### src/rtl/uart_frame_pkg.sv
// Shared types and constants for the UART command-frame parser.
package uart_frame_pkg;

    // Parser states, in frame order.
    typedef enum logic [2:0] {
        HUNT    = 3'd0,
        CMD     = 3'd1,
        LEN     = 3'd2,
        PAYLOAD = 3'd3,
        CSUM    = 3'd4
    } frame_state_t;

    // Abort causes reported on err_code.
    localparam logic [1:0] ERR_NONE    = 2'd0;
    localparam logic [1:0] ERR_TIMEOUT = 2'd1;
    localparam logic [1:0] ERR_LEN     = 2'd2;
    localparam logic [1:0] ERR_CSUM    = 2'd3;

    localparam logic [7:0] DEFAULT_SYNC_BYTE = 8'hA5;

endpackage

### src/rtl/uart_byte_strobe.sv
// Turns the UART receiver's level-type valid into a one-cycle byte strobe.
// The delay flop resets high so the receiver's idle-high level after reset
// is not mistaken for a freshly completed byte.
module uart_byte_strobe (
    input  logic clk,
    input  logic reset,
    input  logic rx_valid,
    output logic byte_stb
);

    logic rx_valid_d;

    // Delay flop for rising-edge detection.
    always_ff @(posedge clk or negedge reset) begin
        if (!reset) begin
            rx_valid_d <= 1'b1;
        end else begin
            rx_valid_d <= rx_valid;
        end
    end

    assign byte_stb = rx_valid & ~rx_valid_d;

endmodule

### src/rtl/uart_frame_parser.sv
// Assembles SYNC/CMD/LEN/payload/CHECKSUM frames from the UART byte stream,
// commits verified frames to a readable buffer and reports aborted frames.
//
//   state   | meaning
//   --------+-------------------------------------------------------------
//   HUNT    | idle, discarding bytes until SYNC_BYTE arrives
//   CMD     | waiting for the command byte
//   LEN     | waiting for the payload length (0..MAX_LEN)
//   PAYLOAD | collecting payload bytes into the working buffer
//   CSUM    | waiting for the XOR checksum; commit or abort
//
// The committed buffer is only written on a successful checksum, so game
// logic can keep reading the previous frame while the next one arrives.
module uart_frame_parser
    import uart_frame_pkg::*;
#(
    parameter int         MAX_LEN        = 8,
    parameter logic [7:0] SYNC_BYTE      = DEFAULT_SYNC_BYTE,
    parameter int         TIMEOUT_CYCLES = 1_000_000
) (
    input  logic       clk,
    input  logic       reset,
    input  logic       rx_valid,
    input  logic [7:0] rx_data,
    output logic       frame_valid,
    output logic [7:0] frame_cmd,
    output logic [3:0] frame_len,
    input  logic [3:0] rd_addr,
    output logic [7:0] rd_data,
    output logic       err_pulse,
    output logic [1:0] err_code,
    output logic       busy
);

    localparam int                 TIMER_W    = (TIMEOUT_CYCLES > 1) ? $clog2(TIMEOUT_CYCLES) : 1;
    localparam logic [TIMER_W-1:0] TIMER_LAST = TIMER_W'(TIMEOUT_CYCLES - 1);
    localparam logic [7:0]         MAX_LEN_B  = 8'(MAX_LEN);

    frame_state_t       state;
    frame_state_t       state_n;
    logic               byte_stb;
    logic [7:0]         acc;
    logic [7:0]         acc_n;
    logic [7:0]         cmd_work;
    logic [7:0]         cmd_n;
    logic [3:0]         len_work;
    logic [3:0]         len_n;
    logic [3:0]         idx;
    logic [3:0]         idx_n;
    logic [TIMER_W-1:0] timer;
    logic               timer_hit;
    logic               buf_we;
    logic               commit;
    logic               abort;
    logic [1:0]         abort_code;
    logic [7:0]         work_buf   [MAX_LEN];
    logic [7:0]         commit_buf [MAX_LEN];

    uart_byte_strobe u_byte_strobe (
        .clk      (clk),
        .reset    (reset),
        .rx_valid (rx_valid),
        .byte_stb (byte_stb)
    );

    // A byte arriving in the same cycle as the limit still counts, so the
    // timeout is only taken when no strobe is present.
    assign timer_hit = (state != HUNT) && (timer == TIMER_LAST);
    assign busy      = (state != HUNT);

    // State and working-field registers.
    always_ff @(posedge clk or negedge reset) begin
        if (!reset) begin
            state    <= HUNT;
            acc      <= 8'h00;
            cmd_work <= 8'h00;
            len_work <= 4'h0;
            idx      <= 4'h0;
        end else begin
            state    <= state_n;
            acc      <= acc_n;
            cmd_work <= cmd_n;
            len_work <= len_n;
            idx      <= idx_n;
        end
    end

    // Next-state, checksum accumulation and commit/abort decisions.
    always_comb begin
        state_n    = state;
        acc_n      = acc;
        cmd_n      = cmd_work;
        len_n      = len_work;
        idx_n      = idx;
        buf_we     = 1'b0;
        commit     = 1'b0;
        abort      = 1'b0;
        abort_code = ERR_NONE;

        case (state)
            HUNT: begin
                if (byte_stb && (rx_data == SYNC_BYTE)) begin
                    state_n = CMD;
                    acc_n   = 8'h00;
                end
            end
            CMD: begin
                if (byte_stb) begin
                    cmd_n   = rx_data;
                    acc_n   = acc ^ rx_data;
                    state_n = LEN;
                end
            end
            LEN: begin
                if (byte_stb) begin
                    if (rx_data > MAX_LEN_B) begin
                        abort      = 1'b1;
                        abort_code = ERR_LEN;
                        state_n    = HUNT;
                    end else begin
                        len_n   = rx_data[3:0];
                        acc_n   = acc ^ rx_data;
                        idx_n   = 4'h0;
                        state_n = (rx_data == 8'h00) ? CSUM : PAYLOAD;
                    end
                end
            end
            PAYLOAD: begin
                if (byte_stb) begin
                    buf_we = 1'b1;
                    acc_n  = acc ^ rx_data;
                    idx_n  = idx + 4'd1;
                    if ((idx + 4'd1) == len_work) begin
                        state_n = CSUM;
                    end
                end
            end
            CSUM: begin
                if (byte_stb) begin
                    if (rx_data == acc) begin
                        commit = 1'b1;
                    end else begin
                        abort      = 1'b1;
                        abort_code = ERR_CSUM;
                    end
                    state_n = HUNT;
                end
            end
            default: begin
                state_n = HUNT;
            end
        endcase

        if (timer_hit && !byte_stb) begin
            state_n    = HUNT;
            abort      = 1'b1;
            abort_code = ERR_TIMEOUT;
        end
    end

    // Inter-byte timer: runs inside a frame, restarts on every byte.
    always_ff @(posedge clk or negedge reset) begin
        if (!reset) begin
            timer <= '0;
        end else if (byte_stb || (state == HUNT) || abort) begin
            timer <= '0;
        end else begin
            timer <= timer + 1'b1;
        end
    end

    // Working buffer fills during PAYLOAD; committed copy only on a good checksum.
    always_ff @(posedge clk or negedge reset) begin
        if (!reset) begin
            for (int i = 0; i < MAX_LEN; i++) begin
                work_buf[i]   <= 8'h00;
                commit_buf[i] <= 8'h00;
            end
        end else begin
            for (int i = 0; i < MAX_LEN; i++) begin
                if (buf_we && (idx == 4'(i))) begin
                    work_buf[i] <= rx_data;
                end
                if (commit) begin
                    commit_buf[i] <= work_buf[i];
                end
            end
        end
    end

    // Registered frame/error outputs, one cycle after the deciding byte.
    always_ff @(posedge clk or negedge reset) begin
        if (!reset) begin
            frame_valid <= 1'b0;
            err_pulse   <= 1'b0;
            frame_cmd   <= 8'h00;
            frame_len   <= 4'h0;
            err_code    <= ERR_NONE;
        end else begin
            frame_valid <= commit;
            err_pulse   <= abort;
            if (commit) begin
                frame_cmd <= cmd_work;
                frame_len <= len_work;
            end
            if (abort) begin
                err_code <= abort_code;
            end
        end
    end

    // Payload read port; entries past the committed length read as zero.
    always_comb begin
        rd_data = 8'h00;
        for (int i = 0; i < MAX_LEN; i++) begin
            if ((rd_addr == 4'(i)) && (rd_addr < frame_len)) begin
                rd_data = commit_buf[i];
            end
        end
    end

endmodule

### config.mk
export PLATFORM = sky130hd
export DESIGN_NAME = uart_frame_parser
export DESIGN_NICKNAME = d
export VERILOG_FILES = /design/src/rtl/uart_frame_pkg.sv /design/src/rtl/uart_byte_strobe.sv /design/src/rtl/uart_frame_parser.sv
export SDC_FILE = /design/constraint.sdc
export NUM_CORES = 1
export LEC_CHECK = 0
export ABC_CLOCK_PERIOD_IN_PS = 2000
export BUFFER_PORTS_ARGS = -buffer_cell sky130_fd_sc_hd__buf_2
export CAP_MARGIN = 20
export CORE_MARGIN = 2
export CORE_UTILIZATION = 35
export DETAILED_ROUTE_END_ITERATION = 16
export GPL_ROUTABILITY_DRIVEN = 0
export PLACE_DENSITY = 0.5
export SLEW_MARGIN = 20
export SYNTH_ARGS = -nofsm -noshare
export SYNTH_HDL_FRONTEND = slang
export SYNTH_SLANG_ARGS = --single-unit
### constraint.sdc
create_clock -name clk -period 2 [get_ports clk]
set_input_delay 0.3 -clock clk [delete_from_list [all_inputs] [get_ports clk]]
set_output_delay 0.3 -clock clk [all_outputs]
set_load 0.05 [all_outputs]
==> results.txt <==
Die W = 163 um
Grt ovf = 0
FFs w/ async S/R, synth = 1.00
Total Wirelength = 21.0 mm
Wire length per cell = 18.5 um
Post-Syn Area = 0.00883 sq mm
Failing checks = setup timing
Setup Slack @ Placement = -0.142 ns
Final #Nets = 815
Vias per cell = 5.01
CP max FO = 8
Placed cell count = 1083
RSZ-0062 raised after global routing = true
Pleak = 5.25 nW
Sequential element share of the synthesized area = 0.544
Yosys cell types = 55
Slowest cell on the critical path = dfrtp_2
Global Route Usage Sum = 0.167
Hold EP = acc[1]
Num CTS Buffers = 17
Residual DRC = 0
Crit path cell chain = inv_2 -> ha_4 -> a211oi_4 -> o21ai_4 -> buf_12 -> a31oi_4 -> buf_6
Tcrit/Tclk final = 1.12
Number of synthesized register bits = 192
Drt first pass iters = 4
Syn nets = 706
Final setup violation count = 59
DR iter-0 viols = 299
Number of global-route vias before repair = 6051
Crit end category = primary output
Root Driver = clkbuf_16
Filler Cell Count = 2300
R2r worst-path depth = 8
Buf/Inv on CP = 3
Period minus WS final = 2.23 ns
Chip height = 163 um
Min-Delay Path Depth = 4
Worst slew pin tran = 0.595 ns
Max Slew Vio Count = 0
CTS max path bufs = 2
Critical path required time = 1.70 ns
Syn-to-layout area delta = 26.7%
Slew HR = 0.603
CTS clk-pin slew, worst paths = 0.08 ns
Fmax = 448 MHz
Synth Instances = 683
Status = finished, violations left
Setup WS post-layout = -0.233 ns
Initial Utilization = 0.354
Layout Cells excl Fill = 1135
HP Start = rx_data[1]
First-pass GRT wire length = 33.8 mm
CP arrival = 1.93 ns
DRT antenna net count = 0
Num rows = 58
Max cap viols = 0
Post-synth EDFFs = 0
# H-tree levels = 4
Delay-heaviest family, CP = compound AO/OA/AOI/OAI gates
Ant. Diodes = 0
Die footprint = 0.0265 sq mm
Dpl hpwl = 14.0 mm
Ys flop type = dfrtp_1
# IOs = 40
Flop-to-flop setup slack = -0.03 ns
Critical path type = flip-flop to primary output
Critical Path Start Type = flip-flop
Final-report hold violation count = 0
Crit Reg-Reg Endpoint = commit_buf[62]
Mean Syn Cell Area = 12.9 sq um
Initial antenna violation count = 0
Reg2reg start = acc[7]
Vias = 5687
Layout cells sized above 1 = 0.443
Ys Warns = 0
Clock sinks = 192
Peak VDD IR = 0.551 mV
Largest net degree at the start of global routing = 62
Skew final = 0.0169 ns
Hold WS = 0.317 ns
CTS tree = yes
Clk_lat worst skew = 0.44 ns
Critical Path Max Stage Delay = 0.41 ns
Power density over the cells = 796 mW/mm^2
Worst Hold Class = input port to flip-flop
Core area = 0.0250 sq mm
Port buffer count = 39
Design Power = 8.90 mW
-- per-layer routing --
layer / vias up / share of wire / GRT usage
met1: 2947 / 0.48 / 0.227
li1: 2653 / - / -
met5: - / 0 / 0
met4: 0 / 0.015 / 0.0455
met3: 18 / 0.023 / 0.0295
met2: 69 / 0.48 / 0.275
-- Yosys cell counts, drive strengths merged (9+ instances only) --
cell    instances  area share
buf            14       0.015
a21oi          10      0.0057
o21ai          37       0.021
xor2           20       0.020
nand2b         16       0.011
mux2i           9       0.010
and3            9      0.0064
xnor2          11       0.011
nor2           50       0.022
dfrtp         191        0.54
clkbuf         19      0.0081
nand3          16      0.0091
mux2          154        0.21
nand2          36       0.018
-- flip-flops by register name (all words and copies together) (netlist names) --
signal	cells
err_pulse	1
u_byte_strobe.rx_valid_d	1
frame_cmd	8
work_buf	64
timer	20
acc	8
idx	4
state	3
err_code	2
frame_valid	1
frame_len	4
commit_buf	64
len_work	4
cmd_work	8
-- metrics by stage --
step	util	cell area, sq um	TNS [ns]
after floorplan	-	8970	0
after global placement	0.401	10000	-1.17
after detailed placement	0.401	10000	-3.04
after CTS	0.441	11000	-3.86
after global routing	0.448	11200	-13.39
final	0.448	11200	-2.30
-- placed cells by master, fill, tap and decap left out, types with 4 or more instances in the layout --
cell,count
or3_1,4
o21ai_1,5
nor2_1,46
dfrtp_1,188
mux2_4,72
and3_1,9
xor2_1,20
buf_4,56
o21ai_0,30
inv_1,5
nand3_1,15
mux4_2,5
mux2i_1,9
clkinv_4,4
a211oi_1,4
buf_2,30
nor3_1,5
buf_8,9
a21oi_1,6
nor2b_1,8
mux2_2,82
nand4_1,6
buf_6,7
nor2_4,4
o22ai_1,5
nand2_1,26
clkbuf_16,18
buf_12,16
nand2_2,7
nand2b_1,16
xnor2_1,11
ha_1,6
inv_6,4
-- worst max path at each step --
stage,start,endpoint,slack [ns],cells after the start
global placement,rd_addr[0],rd_data[3],-0.1,6
finish,frame_len[3],rd_data[7],-0.23,7
detailed placement,rd_addr[0],rd_data[5],-0.14,7
CTS,frame_len[3],rd_data[7],-0.26,7
global route,frame_len[3],rd_data[3],-0.31,7
floorplan,frame_len[2],rd_data[3],0.02,5
-- logic make-up (layout without fill, tap and decap cells) --
group                      after synthesis  in the layout  synth area share
xor gates and xnor gates                31             31            0.0307
AOI/OAI and AO/OA                       72             72            0.0482
adders and majority gates                8              8            0.0113
buffers and inverters                   40            162            0.0264
and+or+nand+nor                        172            172             0.108
muxes                                  168            168             0.232
DFF                                    192            192             0.544
-- worst register-to-register path, cell delays in order (launching register included) --
cell	delay, ns
dfrtp_1	0.41
xor2_1	0.15
nor4_2	0.31
nand3_1	0.17
nor2_4	0.17
buf_12	0.15
buf_12	0.13
clkbuf_16	0.14
mux2_4	0.29
-- repair_timing --
item                                    in CTS  in global routing
endpoints found under the setup margin      77                117
pin swaps                                    7                  9
hold endpoints to repair                    54                  0
gates cloned                                 4                  1
setup buffers                                8                  9
hold buffers                                 2                  0
resized for setup                           55                 36
-- cell type report --
cell class / count / area (sq um) / area share
sequential: 192 / 4810 / 0.430
multi-input combinational: 451 / 4140 / 0.370
timing repair buffer: 123 / 1190 / 0.106
clock buffer: 18 / 439 / 0.0392
tap: 330 / 413 / 0.0369
clock inverter: 14 / 174 / 0.0155
inverter: 7 / 26.3 / 0.00235
-- power breakdown --
part | total, mW | internal, mW | leakage (nW) | switching (mW)
combinational | 1.08 | 0.451 | 2.30 | 0.628
sequential | 4.26 | 4.10 | 2.64 | 0.164
clock | 3.56 | 1.93 | 0.302 | 1.63
Note: power is estimated with default switching activity, not from simulation.
